==> src/rtl/add8_serial.sv <==
// add8_serial: multi-cycle adder, s = a + b + ci, one DIGIT-bit slice per clock,
// LSB slice first, with a registered carry between slices.
// Optional feature macro: ADD_SERIAL_OVF_EN adds a registered signed-overflow output `ovf`.
//
// Handshake: start is sampled only while accepting (IDLE or DONE); an accepted
// start latches a/b/ci. busy is high exactly in RUN, done exactly in DONE (a
// one-cycle pulse unless start re-launches immediately), and they are never both
// high. start while busy is ignored.
module add8_serial #(
    parameter int WIDTH = 8,
    parameter int DIGIT = 4
) (
    input  logic             clk,
    input  logic             rst,
    input  logic             start,
    input  logic [WIDTH-1:0] a,
    input  logic [WIDTH-1:0] b,
    input  logic             ci,
    output logic             busy,
    output logic             done,
    output logic             co,
    output logic [WIDTH-1:0] s,
`ifdef ADD_SERIAL_OVF_EN
    output logic             ovf,
`endif
    output logic [1:0]       state_dbg
);

    localparam int N  = WIDTH / DIGIT;
    localparam int CW = (N > 1) ? $clog2(N) : 1;

    typedef enum logic [1:0] {
        IDLE = 2'd0,
        RUN  = 2'd1,
        DONE = 2'd2
    } state_t;

    state_t            state;
    state_t            state_next;
    logic [CW-1:0]     cnt;
    logic [WIDTH-1:0]  a_reg;
    logic [WIDTH-1:0]  b_reg;
    logic              carry;
    logic [WIDTH-1:0]  acc;

    logic              accept;
    logic              last_slice;
    logic [DIGIT-1:0]  sl_a;
    logic [DIGIT-1:0]  sl_b;
    logic [DIGIT-1:0]  sl_sum;
    logic              c_next;
    logic [WIDTH-1:0]  acc_next;

    assign accept     = start && ((state == IDLE) || (state == DONE));
    assign last_slice = (cnt == CW'(N - 1));
    assign busy       = (state == RUN);
    assign done       = (state == DONE);
    assign state_dbg  = state;

    // State register; reset returns to IDLE without waiting for a clock.
    always_ff @(posedge clk or posedge rst) begin
        if (rst) begin
            state <= IDLE;
        end else begin
            state <= state_next;
        end
    end

    // Next-state: accept from IDLE/DONE, finish RUN after the last slice.
    always_comb begin
        state_next = state;
        case (state)
            IDLE: begin
                if (accept) state_next = RUN;
            end
            RUN: begin
                if (last_slice) state_next = DONE;
            end
            DONE: begin
                if (accept) state_next = RUN;
                else        state_next = IDLE;
            end
            default: state_next = IDLE;
        endcase
    end

    // Current slice add: {c_next, sl_sum} = a_sl + b_sl + carry, merged into the accumulator.
    always_comb begin
        sl_a     = a_reg[cnt*DIGIT +: DIGIT];
        sl_b     = b_reg[cnt*DIGIT +: DIGIT];
        {c_next, sl_sum} = {1'b0, sl_a} + {1'b0, sl_b} + {{DIGIT{1'b0}}, carry};
        acc_next = acc;
        acc_next[cnt*DIGIT +: DIGIT] = sl_sum;
    end

    // Operand latch, slice sequencing, and result load on the edge into DONE.
    always_ff @(posedge clk or posedge rst) begin
        if (rst) begin
            a_reg <= '0;
            b_reg <= '0;
            carry <= 1'b0;
            cnt   <= '0;
            acc   <= '0;
            s     <= '0;
            co    <= 1'b0;
`ifdef ADD_SERIAL_OVF_EN
            ovf   <= 1'b0;
`endif
        end else if (accept) begin
            a_reg <= a;
            b_reg <= b;
            carry <= ci;
            cnt   <= '0;
            acc   <= '0;
        end else if (state == RUN) begin
            acc   <= acc_next;
            carry <= c_next;
            if (last_slice) begin
                // s/co only ever change here, so partial slices are never visible.
                s   <= acc_next;
                co  <= c_next;
`ifdef ADD_SERIAL_OVF_EN
                // Carry into the MSB is recovered from the MSB sum bit and operand bits.
                ovf <= (a_reg[WIDTH-1] ^ b_reg[WIDTH-1] ^ acc_next[WIDTH-1]) ^ c_next;
`endif
                cnt <= '0;
            end else begin
                cnt <= cnt + CW'(1);
            end
        end
    end

endmodule

==> config.mk <==
export PLATFORM = sky130hd
export DESIGN_NAME = add8_serial
export DESIGN_NICKNAME = d
export VERILOG_FILES = /design/src/rtl/add8_serial.sv
export SDC_FILE = /design/constraint.sdc
export NUM_CORES = 1
export LEC_CHECK = 0
export ABC_CLOCK_PERIOD_IN_PS = 2600
export CAP_MARGIN = 0
export CORE_MARGIN = 4
export CORE_UTILIZATION = 49
export CTS_CLUSTER_DIAMETER = 40
export DETAILED_ROUTE_END_ITERATION = 12
export GPL_TIMING_DRIVEN = 0
export HOLD_SLACK_MARGIN = 0.12
export PLACE_DENSITY_LB_ADDON = 0.15
export SETUP_SLACK_MARGIN = 0.4
export SLEW_MARGIN = 20
export SYNTH_ARGS = -nofsm -noshare
export SYNTH_HDL_FRONTEND = slang
export SYNTH_SLANG_ARGS = --single-unit
export TNS_END_PERCENT = 100
==> constraint.sdc <==
create_clock -name clk -period 2.6 [get_ports clk]
set_input_delay 0.78 -clock clk [delete_from_list [all_inputs] [get_ports clk]]
set_output_delay 0.78 -clock clk [all_outputs]
set_load 0.005 [all_outputs]
==> flow_summary.ini <==
[critical_path]
start_kind = flop
crit_buf_inv = 1
critPathTopFamily = adder cells
critPathMaxFanout = 4
critPathMaxStageDelay_ns = 0.41
crit_path_end_kind = flop
cp_slowest_cell = dfrtp_1
crit_arrival_ns = 2.39
critPathRequiredTime_ns = 2.83
crit_type = reg2reg
cp_common_cell = fa_2
path_cells = buf_6 > mux2_4 > fa_2 > fa_2 > a21o_1 > a21oi_2 > o211ai_1

[cts]
htreeDepth = 2
cts_tree = done
hold_buffers = 0
cts_sinks = 33
clockBufferDepth = 2
clk_pin_slew_ns = 0.10
clk_latency_ns = 0.34
cts-root-buf = clkbuf_4
cts_buffers = 5

[logic_synthesis]
synth-xor-area-share_pct = 0.5752
muxShareOfSynthArea_pct = 5.916
ys.flop_type = dfrtp_1
synth_compound_area_share_pct = 5.670
yosysWarningCount = 0
yosysSeqAreaShare_pct = 54.23
syn-num-nets = 184
yosys.area.top_type_share_pct = 54.23
synth_top_area_cell = dfrtp_1
synth_top_family_by_area = simple AND/OR/NAND/NOR gates
async_flop_share_pct = 100.0
avgSynthCellArea_um2 = 9.577
ys_seq_elements = 33
synthAdderAreaFrac_pct = 5.094
ys_top_cells_by_area = dfrtp_1, nand2_1, mux2_2
syn_inst = 159
synth.distinct_cells = 28
ys_top_cells_by_count = nand2_1, dfrtp_1, mux2_2, nand3_1, buf_2
yosys.area_share.simple_pct = 24.08
synth_edf_count = 0
synth.most_common_cell = nand2_1
syn_area_mm2 = 0.001523

[route]
routedWlPerCell_um = 13.53
drcViolationCount = 0
vias_per_cell = 5.147
firstDrtPassIters = 4
wl_met3_um = 174
top_layer = met4
routed_wl_mm = 3.220
first_iter_violations = 43
ant_nets = 0
vias = 1225
wl_met1_mm = 1.382
wl_met2_mm = 1.602

[outcome]
status = finished, final reports clean

[sta]
period_minus_slack_ns = 2.163
setup-violations-final = 0
skew_ns = 0.01043
tns_ns = 0
worst_pin_slew_ns = 0.6718
fmax_mhz = 462.2
relSlewSlack_pct = 55.15
drv_slew = 0
report.final.hold_viol_count = 0
grt_setup_unrepaired = yes
fin_crit_sh_pct = 83.21

[die]
die-width_um = 63.75
num_io_pins = 33
dieArea_mm2 = 0.004063
start_util_pct = 53.38
core-area_mm2 = 0.002853
num_rows = 19
die_h_um = 63.75

[power_and_ir_drop]
power_density_mw_per_mm2 = 1319
vdd_ir_drop_max_uv = 735.6
p_leak_nw = 1.050

[placement]
port_buffers = 32
placed_area_mm2 = 0.001882
dp.final_hpwl_mm = 2.286
place.gp.congestion = 0.7643

[global_routing]
antenna_found_initial = 0
grt.total_usage_pct = 17.56
grt_remaining_overflow = 0
grt_pass1_vias = 1246
grt_max_degree = 34
grt_pass1_wl_mm = 5.506

[cells_and_area]
n_antenna_cell = 0
final_core_util_pct = 71.54
finalNetCount = 231
drive_above_1_share_pct = 18.36
finish.instance_area_mm2 = 0.002041
multi_input_area_um2 = 641.9
area_delta_synth_final_pct = 34.02
fillers = 236
regArea_um2 = 825.8

[worst_hold_path]
hp-class = reg2reg

[job]
cap_violations = 0
[placed cells by master (no fill, tap or decap), types with 2 or more instances in the layout]
master            n
nand2_1          69
ha_1              3
buf_6             2
dfrtp_1          33
a21o_1            2
o21ai_1           4
dlygate4sd2_1     2
inv_1             3
buf_2             6
clkbuf_4          5
nand3_1           8
buf_4             8
inv_2             2
mux2_2            7
and2b_1           2
clkdlybuf4s50_1  30
fa_2              2
[worst reg2reg max path: cells and delay by family, from the launching register on]
family / cells / cell delay [ns]
AO/OA/AOI/OAI: 3 / 0.44
adder cells (fa/ha/maj): 2 / 0.77
buffers and inverters: 1 / 0.14
flip-flops: 1 / 0.41
multiplexers: 1 / 0.30
[path summary, 6_finish.rpt]
path / from / to / slack (ns) / depth (start not counted)
max in group asynchronous: rst / acc[3] / 1.31 / 2
min in group asynchronous: rst / a_reg[0] / 0.85 / 2
max: cnt / carry / 0.44 / 7
min: b_reg[6] / b_reg[6] / 0.48 / 2
min reg2reg: b_reg[6] / b_reg[6] / 0.48 / 2
max reg2reg: cnt / carry / 0.44 / 7
[layer usage]
layer / GRT usage [%] / vias up
met2: 29.86 / 28
met1: 19.98 / 586
met4: 7.278 / 0
met3: 6.480 / 7
met5: 0 / -
li1: - / 604
[report_power, final]
| group | switching [W] | internal, W |
|---|---|---|
| Combinational | 0.000691 | 0.000730 |
| Clock | 0.000171 | 0.000230 |
| Sequential | 0.000122 | 0.000749 |
[cell type report]
class / count / area share [%]
Tap cell: 31 / 1.901
Multi-Input combinational cell: 113 / 31.45
Inverter: 5 / 0.9197
Clock buffer: 7 / 2.698
Sequential cell: 33 / 40.47
Timing Repair Buffer: 40 / 18.52
Buffer: 8 / 2.575
Clock inverter: 1 / 1.471
[kinds of logic (layout without fill, tap and decap cells)]
group / after synthesis / in the layout
buf+inv: 13 / 61
simple gates: 86 / 86
compound gates: 13 / 13
fa+ha+maj: 5 / 5
mux: 8 / 8
flops: 33 / 33
xor+xnor: 1 / 1
[repair_timing]
| action | CTS | global route |
|---|---|---|
| endpoints found under the setup margin | 5 | 4 |
| buffers inserted | 6 | 2 |
| pin swaps | 0 | 4 |
| resized for setup | 6 | 2 |
[per-stage QoR]
stage	hold slack [ns]	setup slack [ns]	total power, W	cells
2_1_floorplan	0.4384	0.4035	0.001732	159
3_3_place_gp	0.4532	0.2089	0.002115	222
3_5_place_dp	0.4571	0.1719	0.002165	222
4_1_cts	0.4811	0.4354	0.002661	236
5_1_grt	0.4900	0.3439	0.002930	238
6_report	0.4777	0.4366	0.002692	238
Note: power is estimated with default switching activity, not from simulation.
